==> src/rtl/wb_arbiter_if.sv <==
// ---------------------------------------------------------------------------
// wb_arbiter_if
// Bundle of the writeback arbiter's request, response and register-file
// signals.
//
// Valid/ready rule for both request channels (alu_*, mdu_*): a transfer takes
// place on a rising edge where valid and ready are both 1. The ready signals
// depend only on internal state and reset, never on valid.
//
// Modports:
//   master : the requesting side (execute units / issue stage). It drives the
//            requests and issue info, and sees the readies, the register-file
//            write port and the pending scoreboard.
//   slave  : the arbiter itself.
// ---------------------------------------------------------------------------
interface wb_arbiter_if #(
  parameter int DataWidth    = 32,
  parameter int AddrRegWidth = 5
);
  logic                       alu_valid;
  logic [AddrRegWidth-1:0]    alu_rd;
  logic [DataWidth-1:0]       alu_data;
  logic                       alu_ready;

  logic                       mdu_valid;
  logic [AddrRegWidth-1:0]    mdu_rd;
  logic [DataWidth-1:0]       mdu_data;
  logic                       mdu_ready;

  logic                       issue_valid;
  logic [AddrRegWidth-1:0]    issue_rd;

  logic                       writeEn;
  logic [AddrRegWidth-1:0]    writeDataSel;
  logic [DataWidth-1:0]       writeData;
  logic [2**AddrRegWidth-1:0] pending;

  modport master (
    output alu_valid, alu_rd, alu_data,
    output mdu_valid, mdu_rd, mdu_data,
    output issue_valid, issue_rd,
    input  alu_ready, mdu_ready,
    input  writeEn, writeDataSel, writeData, pending
  );

  modport slave (
    input  alu_valid, alu_rd, alu_data,
    input  mdu_valid, mdu_rd, mdu_data,
    input  issue_valid, issue_rd,
    output alu_ready, mdu_ready,
    output writeEn, writeDataSel, writeData, pending
  );
endinterface

==> src/rtl/wb_arbiter.sv <==
// ---------------------------------------------------------------------------
// wb_arbiter
// Register-file writeback arbiter. It merges the single-cycle ALU result path
// with a small FIFO of multiply/divide (MDU) results onto one register-file
// write port, and keeps a scoreboard of registers with MDU writes still
// outstanding.
//
// Ports:
//   brq_clk : clock, all logic on the rising edge
//   brq_rst : synchronous, active-high reset
//   bus     : wb_arbiter_if.slave
//               alu_valid/alu_rd/alu_data/alu_ready  ALU writeback request
//               mdu_valid/mdu_rd/mdu_data/mdu_ready  MDU result into queue
//               issue_valid/issue_rd                 MDU op issued (sets pending)
//               writeEn/writeDataSel/writeData       registered write port
//               pending                              outstanding MDU writes
//
// Arbitration each cycle: a full queue drains first (the ALU is stalled), an
// accepted ALU result goes next, otherwise the queue head drains. The write
// appears on the port one edge later. x0 writes are consumed silently.
// ---------------------------------------------------------------------------
module wb_arbiter #(
  parameter int DataWidth    = 32,
  parameter int AddrRegWidth = 5,
  parameter int QueueDepth   = 2
) (
  input  logic       brq_clk,
  input  logic       brq_rst,
  wb_arbiter_if.slave bus
);

  localparam int EntryW = AddrRegWidth + DataWidth;
  localparam int PtrW   = (QueueDepth > 1) ? $clog2(QueueDepth) : 1;
  localparam int CntW   = $clog2(QueueDepth + 1);
  localparam int NumReg = 2 ** AddrRegWidth;

  logic [EntryW-1:0]       mem [QueueDepth];
  logic [PtrW-1:0]         wr_ptr_q, rd_ptr_q;
  logic [CntW-1:0]         count_q;

  logic                    write_en_q;
  logic [AddrRegWidth-1:0] write_sel_q;
  logic [DataWidth-1:0]    write_data_q;
  logic [NumReg-1:0]       pending_q, pending_next;

  logic                    full, empty;
  logic                    accept_ok;
  logic                    alu_fire, mdu_push, q_pop;
  logic [AddrRegWidth-1:0] head_rd;
  logic [DataWidth-1:0]    head_data;
  logic                    sel_valid;
  logic [AddrRegWidth-1:0] sel_rd;
  logic [DataWidth-1:0]    sel_data;

  assign full      = (count_q == CntW'(QueueDepth));
  assign empty     = (count_q == '0);
  assign accept_ok = !brq_rst && !full;

  assign bus.alu_ready = accept_ok;
  assign bus.mdu_ready = accept_ok;

  assign alu_fire = bus.alu_valid && accept_ok;
  assign mdu_push = bus.mdu_valid && accept_ok;
  // A full queue has alu_fire == 0, so this single term covers both the
  // "drain when full" and "drain when the ALU is idle" cases. The decision
  // uses the count before this cycle's push, so a new entry is never popped
  // in the cycle it arrives.
  assign q_pop    = !empty && !alu_fire;

  assign head_rd   = mem[rd_ptr_q][EntryW-1:DataWidth];
  assign head_data = mem[rd_ptr_q][DataWidth-1:0];

  always_comb begin
    sel_valid = 1'b0;
    sel_rd    = '0;
    sel_data  = '0;
    if (q_pop) begin
      sel_valid = 1'b1;
      sel_rd    = head_rd;
      sel_data  = head_data;
    end else if (alu_fire) begin
      sel_valid = 1'b1;
      sel_rd    = bus.alu_rd;
      sel_data  = bus.alu_data;
    end
  end

  // Clear before set so that a new issue to the register being drained keeps
  // its pending bit.
  always_comb begin
    pending_next = pending_q;
    if (q_pop) pending_next[head_rd] = 1'b0;
    if (bus.issue_valid && (bus.issue_rd != '0)) pending_next[bus.issue_rd] = 1'b1;
    pending_next[0] = 1'b0;
  end

  // Queue storage carries no reset; entries are only read while counted.
  always_ff @(posedge brq_clk) begin
    if (mdu_push) mem[wr_ptr_q] <= {bus.mdu_rd, bus.mdu_data};
  end

  always_ff @(posedge brq_clk) begin
    if (brq_rst) begin
      wr_ptr_q     <= '0;
      rd_ptr_q     <= '0;
      count_q      <= '0;
      write_en_q   <= 1'b0;
      write_sel_q  <= '0;
      write_data_q <= '0;
      pending_q    <= '0;
    end else begin
      if (mdu_push) begin
        wr_ptr_q <= (wr_ptr_q == PtrW'(QueueDepth - 1)) ? '0 : wr_ptr_q + PtrW'(1);
      end
      if (q_pop) begin
        rd_ptr_q <= (rd_ptr_q == PtrW'(QueueDepth - 1)) ? '0 : rd_ptr_q + PtrW'(1);
      end
      if (mdu_push && !q_pop) begin
        count_q <= count_q + CntW'(1);
      end else if (q_pop && !mdu_push) begin
        count_q <= count_q - CntW'(1);
      end

      write_en_q <= sel_valid && (sel_rd != '0);
      if (sel_valid && (sel_rd != '0)) begin
        write_sel_q  <= sel_rd;
        write_data_q <= sel_data;
      end
      pending_q <= pending_next;
    end
  end

  assign bus.writeEn      = write_en_q;
  assign bus.writeDataSel = write_sel_q;
  assign bus.writeData    = write_data_q;
  assign bus.pending      = pending_q;

endmodule

==> src/flat_wrapper.sv <==
// flat-port wrapper written by rule: the top's interface ports become plain ports
module wb_arbiter_flat 
#(
  parameter int DataWidth    = 32,
  parameter int AddrRegWidth = 5,
  parameter int QueueDepth   = 2
)
  (brq_clk, brq_rst, bus_alu_valid, bus_alu_rd, bus_alu_data, bus_mdu_valid, bus_mdu_rd, bus_mdu_data, bus_issue_valid, bus_issue_rd, bus_alu_ready, bus_mdu_ready, bus_writeEn, bus_writeDataSel, bus_writeData, bus_pending);
  wb_arbiter_if #(.DataWidth(DataWidth), .AddrRegWidth(AddrRegWidth)) bus_i ();
  input  logic brq_clk;
  input  logic brq_rst;
  input wire logic [$bits(bus_i.alu_valid)-1:0] bus_alu_valid;
  input wire logic [$bits(bus_i.alu_rd)-1:0] bus_alu_rd;
  input wire logic [$bits(bus_i.alu_data)-1:0] bus_alu_data;
  input wire logic [$bits(bus_i.mdu_valid)-1:0] bus_mdu_valid;
  input wire logic [$bits(bus_i.mdu_rd)-1:0] bus_mdu_rd;
  input wire logic [$bits(bus_i.mdu_data)-1:0] bus_mdu_data;
  input wire logic [$bits(bus_i.issue_valid)-1:0] bus_issue_valid;
  input wire logic [$bits(bus_i.issue_rd)-1:0] bus_issue_rd;
  output wire logic [$bits(bus_i.alu_ready)-1:0] bus_alu_ready;
  output wire logic [$bits(bus_i.mdu_ready)-1:0] bus_mdu_ready;
  output wire logic [$bits(bus_i.writeEn)-1:0] bus_writeEn;
  output wire logic [$bits(bus_i.writeDataSel)-1:0] bus_writeDataSel;
  output wire logic [$bits(bus_i.writeData)-1:0] bus_writeData;
  output wire logic [$bits(bus_i.pending)-1:0] bus_pending;
  assign bus_i.alu_valid = bus_alu_valid;
  assign bus_i.alu_rd = bus_alu_rd;
  assign bus_i.alu_data = bus_alu_data;
  assign bus_i.mdu_valid = bus_mdu_valid;
  assign bus_i.mdu_rd = bus_mdu_rd;
  assign bus_i.mdu_data = bus_mdu_data;
  assign bus_i.issue_valid = bus_issue_valid;
  assign bus_i.issue_rd = bus_issue_rd;
  assign bus_alu_ready = bus_i.alu_ready;
  assign bus_mdu_ready = bus_i.mdu_ready;
  assign bus_writeEn = bus_i.writeEn;
  assign bus_writeDataSel = bus_i.writeDataSel;
  assign bus_writeData = bus_i.writeData;
  assign bus_pending = bus_i.pending;
  wb_arbiter #(.DataWidth(DataWidth), .AddrRegWidth(AddrRegWidth), .QueueDepth(QueueDepth)) u_core (.brq_clk(brq_clk), .brq_rst(brq_rst), .bus(bus_i));
endmodule
==> config.mk <==
export PLATFORM = sky130hd
export DESIGN_NAME = wb_arbiter_flat
export DESIGN_NICKNAME = d
export VERILOG_FILES = /design/src/rtl/wb_arbiter_if.sv /design/src/rtl/wb_arbiter.sv /design/src/flat_wrapper.sv
export SDC_FILE = /design/constraint.sdc
export NUM_CORES = 1
export LEC_CHECK = 0
export BUFFER_PORTS_ARGS = -buffer_cell sky130_fd_sc_hd__buf_4
export CORE_MARGIN = 3
export CORE_UTILIZATION = 58
export DETAILED_ROUTE_END_ITERATION = 12
export GPL_TIMING_DRIVEN = 0
export PLACE_DENSITY = 0.89
export SLEW_MARGIN = 5
export SYNTH_ARGS = -nofsm -noshare
export SYNTH_HDL_FRONTEND = slang
export SYNTH_SLANG_ARGS = --single-unit
==> constraint.sdc <==
create_clock -name brq_clk -period 7.4 [get_ports brq_clk]
set_input_delay 1.48 -clock brq_clk [delete_from_list [all_inputs] [get_ports brq_clk]]
set_output_delay 1.48 -clock brq_clk [all_outputs]
set_load 0.01 [all_outputs]
==> out/qor.yml <==
synth:
  ys_types: 44
  synthFlopType: "edfxtp_1"
  syn_inst: 574
  synth.avg_cell_area_um2: 11.4
  synth_enable_flop_cells: 74
  ys_seq_area_share_pct: 56.6
  ys_async_sr_fraction_pct: 0
  synth_fp_nets: 659
  ys_warn_count: 0
  syn_area_um2: 6550
  ys_ff_latch: 148
grt:
  grt_pass1_vias: 5289
  grt_pass1_wl_mm: 26.9
  track_usage_pct: 27.4
  antenna_found_initial: 0
  grt_max_degree: 20
  overflow: 0
timing:
  clock.fmax_mhz: 206
  fin_ws_ns: 2.55
  fin_crit_sh_pct: 65.5
  worstMarginPinSlew_ns: 0.716
  rsz0062_at_grt: "no"
  slew_headroom_pct: 52.3
  fin_setup_tns_ns: 0
  hold_viol: 0
  layout_min_cycle_time_ns: 4.85
  clock_skew_ns: 0.0100
  setup_viol: 0
  drv_slew: 0
  whs_ns: 0.474
cts:
  root_buffer: "clkbuf_16"
  clock_sinks: 148
  h-tree-depth: 4
  worstSkewPairLatency_ns: 0.43
  cts_made_buffers: 17
  cts_hold_buf: 0
  cts_setup_buffers: 0
  clkSlewWorstSetupHoldPaths_ns: 0.05
  post_cts_resize_count: 0
  cts_tree: "built"
  cts_buffer_depth: 2
placed_design:
  placed_cell_area_um2: 7940
  place_inst: 870
  dp_hpwl_mm: 11.6
  gp_congestion: 0.891
  dp_slack_ns: 2.61
  portBuffers: 154
routing:
  drt-initial-drc-count: 396
  via_per_inst: 5.78
  first_pass_iters: 5
  wl_per_cell_um: 18.8
  drcViolationCount: 0
  wl_mm: 16.9
  dr_total_vias: 5217
  drtAntennaViolNets: 0
floorplanning:
  dieArea_um2: 12600
  die_w_um: 112
  die_h_um: 112
  row_count: 38
  initial_utilization_pct: 59.9
  fp.coreArea_um2: 10900
  io_pins: 156
pwr:
  fin_total_pwr_mw: 2.77
  powerDensity_nw_per_um2: 326
  vdd_drop_max_v: 0.000205
  p_leak_nw: 3.32
cells_and_area:
  final_cell_mix: "buf_4, dfxtp_1, edfxtp_1"
  fin_util_pct: 77.6
  num_antenna_cells: 0
  final_common_cell: "buf_4"
  stdcell_area_um2: 8490
  area_growth_syn_to_layout_pct: 29.6
  fin_cells: 902
  nets: 834
  drive_above_1_share_pct: 28.2
critical_path:
  critical_path.endpoint_type: "output port"
  r2r_cells: 6
  arrival_ns: 3.37
  crit_required_ns: 5.92
  r2r_setup_slack_ns: 5.02
  reg2reg_from: "u_core.count_q[0]$_SDFFE_PP0P_"
  startpoint_type: "input port"
  cp_max_fo: 10
  path_class: "in -> out"
  reg2reg_to: "u_core.mem[0][0]$_DFFE_PP_"
min_path:
  hp-class: "reg -> reg"
  hold_start: "u_core.bus.pending[26]$_SDFF_PP0_"
  worstHoldPathCells: 2
  hold-path-endpoint: "u_core.bus.pending[26]$_SDFF_PP0_"
run_status:
  run_status: "finished, final reports clean"
flow_run:
  drv_cap: 0
[critical path: stages]
cell,delay (ns)
buf_4,0.13
clkbuf_1,0.36
clkbuf_1,0.50
clkbuf_1,0.47
nor2_1,0.14
buf_4,0.16
buf_4,0.13
[Yosys cell counts, types with 2 or more instances]
master	number	share of area (%)
xnor2_1	2	0.27
nor3b_1	35	4.0
nor2_1	14	0.80
buf_6	3	0.52
dfxtp_1	74	23
nor3_2	2	0.31
or3b_2	2	0.27
o21ai_0	40	3.1
nor4_1	2	0.19
buf_4	4	0.46
nor3_1	34	2.6
buf_2	6	0.46
xor2_1	2	0.27
o2bb2ai_1	4	0.54
nand2b_1	37	3.5
nand3b_1	4	0.46
a211o_1	3	0.40
buf_12	2	0.61
a22oi_1	4	0.46
mux2_2	5	0.86
and2_1	2	0.19
nor3b_2	2	0.38
nand2_1	33	1.9
and3b_1	4	0.54
buf_1	3	0.17
o21bai_1	32	3.7
a21oi_1	34	2.6
edfxtp_1	74	34
nor2b_1	8	0.76
nor2_4	2	0.34
mux2i_1	65	9.9
clkbuf_1	24	1.4
[worst max path at each step]
| stage | from | to | slack (ns) | cells past startpoint |
|---|---|---|---|---|
| floorplan | brq_rst | u_core.mem[0][0]$_DFFE_PP_ | 3.19 | 3 |
| global placement | brq_rst | u_core.mem[0][8]$_DFFE_PP_ | 2.02 | 4 |
| detailed placement | brq_rst | bus_mdu_ready | 2.61 | 7 |
| CTS | brq_rst | bus_mdu_ready | 2.61 | 7 |
| global route | brq_rst | bus_mdu_ready | 2.41 | 7 |
| finish | brq_rst | bus_mdu_ready | 2.55 | 7 |
[layout make-up]
type,instances,area (um2)
buffer,43,250
fill,677,2450
multi-input combinational,382,2600
timing repair buffer,156,1210
clock buffer,20,437
tap,140,175
inverter,1,3.75
sequential,148,3700
clock inverter,12,109
[cells by family after synthesis]
| group | Yosys count | share of synthesized area, % |
|---|---|---|
| compound gates | 122 | 11.4 |
| flops | 148 | 56.6 |
| mux | 70 | 10.8 |
| fa+ha+maj | 1 | 0.191 |
| simple gates | 184 | 16.6 |
| xor+xnor | 4 | 0.535 |
| other cells | 1 | 0.0573 |
| buf+inv | 44 | 3.88 |
[registers in the layout (all words and copies together) (netlist names), named ones only]
| signal | flops |
|---|---|
| u_core.mem | 74 |
| u_core.bus.writeData | 32 |
| u_core.bus.pending | 31 |
| u_core.bus.writeDataSel | 5 |
| u_core.count_q | 2 |
| u_core.bus.writeEn | 1 |
| u_core.rd_ptr_q | 1 |
| u_core.wr_ptr_q | 1 |
[routing by layer]
layer | vias up | global-route usage (%) | part of all wire [%]
met5 | - | 0 | 0
met4 | 0 | 10.0 | 1.6
met3 | 31 | 8.19 | 8.7
met2 | 277 | 45.4 | 49
met1 | 2473 | 34.1 | 41
li1 | 2436 | - | -
[where the power goes]
part	leakage, nW	internal [mW]	switching, mW	total [mW]
Clock	0.256	0.461	0.338	0.799
Sequential	1.28	0.977	0.0600	1.04
Combinational	1.78	0.427	0.502	0.929
Total	3.32	1.87	0.899	2.77
(Power assumes the default switching activity.)
